===== config.mk =====
export PLATFORM = sky130hd
export DESIGN_NAME = router_port_fifo
export DESIGN_NICKNAME = d
export VERILOG_FILES = /design/src/rtl/router_pkg.sv /design/src/rtl/router_timeout_ctr.sv /design/src/rtl/router_port_fifo.sv
export SDC_FILE = /design/constraint.sdc
export NUM_CORES = 1
export LEC_CHECK = 0
export CORE_MARGIN = 2
export CORE_UTILIZATION = 66
export CTS_BUF_LIST = sky130_fd_sc_hd__clkbuf_4 sky130_fd_sc_hd__clkbuf_8
export DETAILED_ROUTE_END_ITERATION = 7
export PLACE_DENSITY = 0.95
export SLEW_MARGIN = 30
export SYNTH_ARGS = -nofsm -noshare
export SYNTH_HDL_FRONTEND = slang
export SYNTH_SLANG_ARGS = --single-unit

===== constraint.sdc =====
create_clock -name clk -period 6.85 [get_ports clk]
set_input_delay 1.0275 -clock clk [delete_from_list [all_inputs] [get_ports clk]]
set_output_delay 1.0275 -clock clk [all_outputs]
set_load 0.01 [all_outputs]

===== src/rtl/router_pkg.sv =====
// Shared definitions for the router output path: header layout, port codes, defaults.
package router_pkg;

   localparam int WIDTH_DEF   = 8;
   localparam int DEPTH_DEF   = 16;
   localparam int TIMEOUT_DEF = 30;

   // Header byte layout: destination in [1:0], payload length in [7:2]
   localparam int ADDR_LSB = 0;
   localparam int ADDR_MSB = 1;
   localparam int LEN_LSB  = 2;
   localparam int LEN_MSB  = 7;
   localparam int LEN_W    = LEN_MSB - LEN_LSB + 1;
   localparam int PKT_W    = LEN_W + 1;

   typedef enum logic [1:0] {
      PORT_0 = 2'd0,
      PORT_1 = 2'd1,
      PORT_2 = 2'd2
   } port_addr_e;

   // Bytes still to come after a header: payload plus one parity byte
   function automatic logic [PKT_W-1:0] hdr_remaining(input logic [7:0] hdr);
      return {1'b0, hdr[LEN_MSB:LEN_LSB]} + PKT_W'(1);
   endfunction

endpackage


===== src/rtl/router_timeout_ctr.sv =====
// Idle watchdog: counts cycles with data waiting and no read, fires a flush after TIMEOUT.
// Latency: flush is combinational on the last idle cycle; soft_reset follows one edge later.
// Backpressure: none; any read or an empty FIFO restarts the count.
module router_timeout_ctr
   import router_pkg::*;
#(
   parameter int TIMEOUT = TIMEOUT_DEF
) (
   input  logic clk,
   input  logic reset,
   input  logic valid,
   input  logic read_enable,
   output logic flush,
   output logic soft_reset
);

   localparam int TW = $clog2(TIMEOUT) + 1;

   logic [TW-1:0] tcnt;
   logic          idle;

   assign idle  = valid && !read_enable;
   assign flush = idle && (tcnt == TW'(TIMEOUT - 1));

   always_ff @(posedge clk or posedge reset) begin
      if (reset) begin
         tcnt       <= '0;
         soft_reset <= 1'b0;
      end else begin
         soft_reset <= flush;
         if (!idle || flush)
            tcnt <= '0;
         else
            tcnt <= tcnt + TW'(1);
      end
   end

endmodule


===== src/rtl/router_port_fifo.sv =====
// Per-port output buffer with packet tracking and idle-timeout self flush.
// Latency: data_out is registered, one cycle after a read_enable on a non-empty FIFO.
// Backpressure: writes are dropped while full (full sampled before a same-cycle read).
module router_port_fifo
   import router_pkg::*;
#(
   parameter int WIDTH   = WIDTH_DEF,
   parameter int DEPTH   = DEPTH_DEF,
   parameter int TIMEOUT = TIMEOUT_DEF
) (
   input  logic             clk,
   input  logic             reset,
   input  logic             write_enable,
   input  logic             header_flag,
   input  logic [WIDTH-1:0] data_in,
   input  logic             read_enable,
   output logic [WIDTH-1:0] data_out,
   output logic             valid_out,
   output logic             full,
   output logic             empty,
   output logic             soft_reset
);

   localparam int          AW      = $clog2(DEPTH);
   localparam logic [AW:0] PTR_ONE = (AW + 1)'(1);

   logic [WIDTH:0]     mem [DEPTH];
   logic [AW:0]        wr_ptr;
   logic [AW:0]        rd_ptr;
   logic [PKT_W-1:0]   pkt_cnt;
   logic               pkt_end;
   logic [WIDTH:0]     rd_ent;
   logic               push;
   logic               pop;
   logic               flush;

   assign empty     = (wr_ptr == rd_ptr);
   assign full      = (wr_ptr[AW] != rd_ptr[AW]) && (wr_ptr[AW-1:0] == rd_ptr[AW-1:0]);
   assign valid_out = !empty;
   assign push      = write_enable && !full && !flush;
   assign pop       = read_enable && !empty;
   assign rd_ent    = mem[rd_ptr[AW-1:0]];

   router_timeout_ctr #(
      .TIMEOUT (TIMEOUT)
   ) u_timeout (
      .clk         (clk),
      .reset       (reset),
      .valid       (valid_out),
      .read_enable (read_enable),
      .flush       (flush),
      .soft_reset  (soft_reset)
   );

   always_ff @(posedge clk) begin
      if (push)
         mem[wr_ptr[AW-1:0]] <= {header_flag, data_in};
   end

   // pkt_end marks the cycle right after the parity byte left, so the line can idle at 0
   always_ff @(posedge clk or posedge reset) begin
      if (reset) begin
         wr_ptr   <= '0;
         rd_ptr   <= '0;
         pkt_cnt  <= '0;
         pkt_end  <= 1'b0;
         data_out <= '0;
      end else if (flush) begin
         wr_ptr   <= '0;
         rd_ptr   <= '0;
         pkt_cnt  <= '0;
         pkt_end  <= 1'b0;
         data_out <= '0;
      end else begin
         if (push)
            wr_ptr <= wr_ptr + PTR_ONE;
         if (pop) begin
            rd_ptr   <= rd_ptr + PTR_ONE;
            data_out <= rd_ent[WIDTH-1:0];
            if (rd_ent[WIDTH]) begin
               pkt_cnt <= hdr_remaining(rd_ent[7:0]);
               pkt_end <= 1'b0;
            end else if (pkt_cnt != '0) begin
               pkt_cnt <= pkt_cnt - PKT_W'(1);
               pkt_end <= (pkt_cnt == PKT_W'(1));
            end else begin
               pkt_end <= 1'b0;
            end
         end else begin
            if (pkt_end)
               data_out <= '0;
            pkt_end <= 1'b0;
         end
      end
   end

endmodule


Word level (Yosys, flattened, before mapping)
Memories as Yosys holds them, arrays and structs flattened.
Cells that the tools add are included.
Storage, ports and cells
  register bits: 33
  RAM bits: 144
  bits of input ports: 13
  output and inout bits: 12
  memories kept: 1
Cells by class
  $add $sub $neg: 5
  eq/ne operators: 5
  mux-type cells: 18
  reduce and logical (&&, ||, !) cells: 18
Memory list
  mem: depth 16, bits a word 9, rd ports 1, clocked after memory_dff 0, wr ports 1, line router_port_fifo.sv:27  | logic [WIDTH:0] mem [DEPTH];
Operators by type and width (count)
  2-to-1 mux 7 bit: 4
  2-to-1 mux 8 bit: 3
  2-to-1 mux 5 bit: 4
  adder 5 x 1 -> 5 bit, second input constant: 2
  adder 6 x 1 -> 7 bit, second input constant: 1
  == test 7 x 1 -> 1 bit, second input constant: 1
  nonzero test 7 bit: 1
  subtractor 7 x 1 -> 7 bit, second input constant: 1
  adder 6 x 1 -> 6 bit, second input constant: 1
  == test 6 x 5 -> 1 bit, second input constant: 1
  logical AND 1 bit: 6
  2-to-1 mux 1 bit: 6
  2-to-1 mux 6 bit: 1
  nonzero test 3 bit: 2
  == test 5 bit: 1
  logical NOT 1 bit: 5
  == test 4 bit: 1
  nonzero test 2 bit: 2
  AND reduction 2 bit: 1
  logical OR 1 bit: 1
  != test 1 bit: 1

Logic depth before layout (Yosys ltp)
  depth in word-level cells: 8
  gate-level depth with buffers: 11
  depth with buffers taken out: 8

Cells and area by module
From an unflattened synthesis, not the netlist that was laid out.
Second synthesis, totals
  cell total of the unflattened synthesis: 457
  area, all modules: 7549.7 um^2
Modules (own cells, without submodules)
  router_port_fifo: times used 1, cells each 427, area each 7225.7 um^2, seq. area each 4974.8 um^2
  router_timeout_ctr: times used 1, cells each 30, area each 324.1 um^2, seq. area each 175.2 um^2

Least setup slack after synthesis
No wires, ideal clock.
  kind: reg2reg
  start point: register rd_ptr[1]
  end point: memory mem[0][0] (netlist name), enable pin
  arrival: 2.621 ns
  path slack: 3.842 ns
  stages on the path, launching flop included: 9
  path buffers: 2
  period minus slack after synthesis: 3.008 ns
  path through: dfrtp_1 buf_6 buf_4 xnor2_1 and4_1 a21boi_1 a21boi_0 nand2_1 nor3_1
Between the ends
  longest elaborated chain between the ends: 8
  elaborated cells between the ends (all ways): 12
RTL lines
  from (decl): line router_port_fifo.sv:29  | logic [AW:0] rd_ptr;
  from (signal assigned): line router_port_fifo.sv:78  | rd_ptr <= rd_ptr + PTR_ONE;
  == test 5 bit: line router_port_fifo.sv:37  | assign empty = (wr_ptr == rd_ptr);
  logical NOT 1 bit: line router_port_fifo.sv:39  | assign valid_out = !empty;
  logical AND 1 bit: line router_timeout_ctr.sv:22  | assign idle = valid && !read_enable;
  logical AND 1 bit: line router_timeout_ctr.sv:23  | assign flush = idle && (tcnt == TW'(TIMEOUT - 1));
  logical NOT 1 bit: line router_port_fifo.sv:40  | assign push = write_enable && !full && !flush;
  logical AND 1 bit *: line router_port_fifo.sv:40
  2-to-1 mux 1 bit *: line router_port_fifo.sv:56  | if (push)
  2-to-1 mux 1 bit (not written as such) *: line router_port_fifo.sv:57  | mem[wr_ptr[AW-1:0]] <= {header_flag, data_in};
  to (decl): line router_port_fifo.sv:27
Mark *: on every way between the ends. The rest lies on a longest branch, timed or not.

Worst setup path after layout
  start point: register rd_ptr[2]
  end point: memory mem[14][3] (netlist name), enable pin
Same word-level chain as after synthesis.

==> impl_metrics.csv <==
group,metric,value,unit
die,die_h,110,µm
finish,insertedDiodeCount,0,
power_and_ir_drop,fin_total_pwr,3300,µW
finish,final_common_cell,"edfxtp_1",
timing,skew,0.0132,ns
synth,yosysWarnings,0,
min_path,min_path_type,"reg2reg",
placed_design,port_buffers,24,
timing,slew_headroom,0.430,
die,start_util,0.680,
die,ioPinCount,25,
setup_path,crit_family,"simple AND/OR/NAND/NOR gates",
synth,synth_top_flop_cell,"edfxtp_1",
finish,final_util,0.747,
flow_run,maxCapViolations,0,
timing,drv_slew,0,
synth,synth_edf_count,144,
finish,multi_input_area,0.00213,mm²
setup_path,crit_slowest_cell,"dfrtp_1",
cts,cts_max_level,4,
grt,grt_pass1_vias,4166,
finish,final_cell_mix,"144 x edfxtp_1, 34 x nand2_1, 33 x nor2_1",
die,die_x,110,µm
die,dieArea,0.0121,mm²
detailed_routing,drtPass1Iterations,5,
timing,finalSetupViolCount,0,
outcome,status,"completed",
timing,worst_slew_pin_slew,0.855,ns
cts,post_cts_buffers,0,
placed_design,dp_hpwl,10500,µm
cts,clockBufferDepth,2,
detailed_routing,drt-initial-drc-count,560,
setup_path,cp.required,6.94,ns
setup_path,cp-end-kind,"register",
finish,layout-drive-gt1-share,0.157,
grt,antenna_found_initial,0,
finish,syn_to_final_growth,9.79,%
synth,syn_avg_cell_area,16.8,µm²
synth,async_flop_share,0.186,
finish,fillers,637,
cts,clock-sinks,177,
timing,final.min_clock_period,3.80,ns
grt,grt_max_degree,42,
cts,cts_tree,"done",
cts,postCtsHoldBufs,0,
synth,synthCells,443,
setup_path,start_kind,"register",
power_and_ir_drop,power_density,404,mW/mm²
finish,fin_nets,501,
synth,ys_ff_latch,177,
grt,track_usage,0.286,
detailed_routing,avgRoutedWirePerCell,25.1,µm
setup_path,path_cells,"xnor2_1, and4_1, a21boi_1, a21boi_0, nand2_1, nor2_1",
finish,stdcell_area,0.00817,mm²
setup_path,path_class,"reg2reg",
detailed_routing,ant_nets,0,
cts,cts-resized-gates,0,
synth,seq_area_frac_synth,0.692,
placed_design,place_inst,598,
cts,numCtsBuffers,17,
grt,grt_pass1_wl,23900,µm
setup_path,crit_path_max_fanout,24,
power_and_ir_drop,peakVddDrop,0.000233,V
synth,syn-num-nets,467,
grt,overflow,0,
timing,hold_violations,0,
timing,fin_setup_tns,0,ns
die,coreArea,0.0109,mm²
cts,cts_root_buf,"clkbuf_8",
setup_path,cpPeakStageDelay,0.91,ns
detailed_routing,vias,4089,
timing,grt_setup_unrepaired,"false",
synth,synth.distinct_cells,50,
placed_design,postPlaceCellArea,0.00782,mm²
detailed_routing,viasPerCell,6.50,
cts,worstSkewPairLatency,0.46,ns
die,rows,38,
timing,finalCritPeriodShare,0.554,
detailed_routing,drc,0,
placed_design,gp_congestion,0.875,
setup_path,critPathBufInv,0,
detailed_routing,routed_wl,15800,µm
power_and_ir_drop,p_leak,0.00282,µW
synth,netlist_area,0.00744,mm²
setup_path,worstPathArrival,3.89,ns
cts,clkTransAtPathRegs,0.08,ns
finish,final-seq-area,0.00515,mm²
timing,max_freq,263,MHz
finish,finalNonFillerCells,629,
-- layout make-up --
type                            instances  area share
Sequential cell                       177       0.631
Clock buffer                           20      0.0314
Multi-Input combinational cell        234       0.261
Inverter                               14     0.00643
Timing Repair Buffer                   33      0.0377
Tap cell                              140      0.0214
Clock inverter                         11      0.0113
-- worst paths after layout --
| check | from | endpoint | slack (ns) | cells past startpoint |
|---|---|---|---|---|
| max in group asynchronous | reset | rd_ptr[0] | 5.56 | 3 |
| min | u_timeout.tcnt[0] | u_timeout.tcnt[0] | 0.50 | 1 |
| min in group asynchronous | reset | pkt_cnt[6] | 0.96 | 3 |
| max | rd_ptr[2] | mem[14][3] | 3.05 | 6 |
| max reg2reg | rd_ptr[2] | mem[14][3] | 3.05 | 6 |
| min reg2reg | u_timeout.tcnt[0] | u_timeout.tcnt[0] | 0.50 | 1 |
-- per-stage QoR --
step           worst slack [ns]  hold WS, ns
2_1_floorplan              3.84        0.461
3_3_place_gp               3.17        0.480
3_5_place_dp               3.04        0.491
4_1_cts                    3.11        0.502
5_1_grt                    2.79        0.539
6_report                   3.05        0.499
-- flip-flops by register name, summed over array words and instances (netlist names) --
| signal | flops |
|---|---|
| pkt_end | 1 |
| u_timeout.tcnt | 6 |
| wr_ptr | 5 |
| rd_ptr | 5 |
| data_out | 8 |
| mem | 144 |
| u_timeout.soft_reset | 1 |
| pkt_cnt | 7 |
-- per-layer routing --
layer  global-route usage  routed length (µm)
met2                0.471                8010
met3               0.0682                1280
met1                0.377                6080
met5                    0                   0
met4                0.110                 386
-- synthesized netlist by cell type, drive strengths merged, types with 3 or more instances --
library cell,number,area [µm²]
a21boi,3,22.5
a21oi,10,50.1
a22oi,3,22.5
buf,12,78.8
clkbuf,6,26.3
dfrtp,33,826
edfxtp,144,4320
ha,11,138
inv,14,52.6
mux2i,3,30.0
mux4,41,961
nand2,34,128
nand2b,3,18.8
nand3,13,65.1
nand4,4,25.0
nor2,33,124
nor2b,4,25.0
nor3,10,50.1
o211ai,3,22.5
o21ai,13,65.1
o22ai,4,25.0
or2,3,18.8
xnor2,10,87.6
xor2,7,61.3
-- power by group --
| group | switching (µW) | internal (µW) |
|---|---|---|
| combinational | 653 | 534 |
| sequential | 140 | 1330 |
| clock | 348 | 293 |
| total | 1140 | 2160 |
-- logic make-up (layout without fill, tap and decap cells) --
group	after synthesis	count (layout)	share of synthesized area
DFF	177	177	0.692
and+or+nand+nor	114	114	0.0713
adders and majority gates	11	11	0.0185
AOI/OAI and AO/OA	48	48	0.0437
xor gates and xnor gates	17	17	0.0200
buffers and inverters	32	78	0.0212
muxes	44	44	0.133
Note: power is estimated with default switching activity, not from simulation.
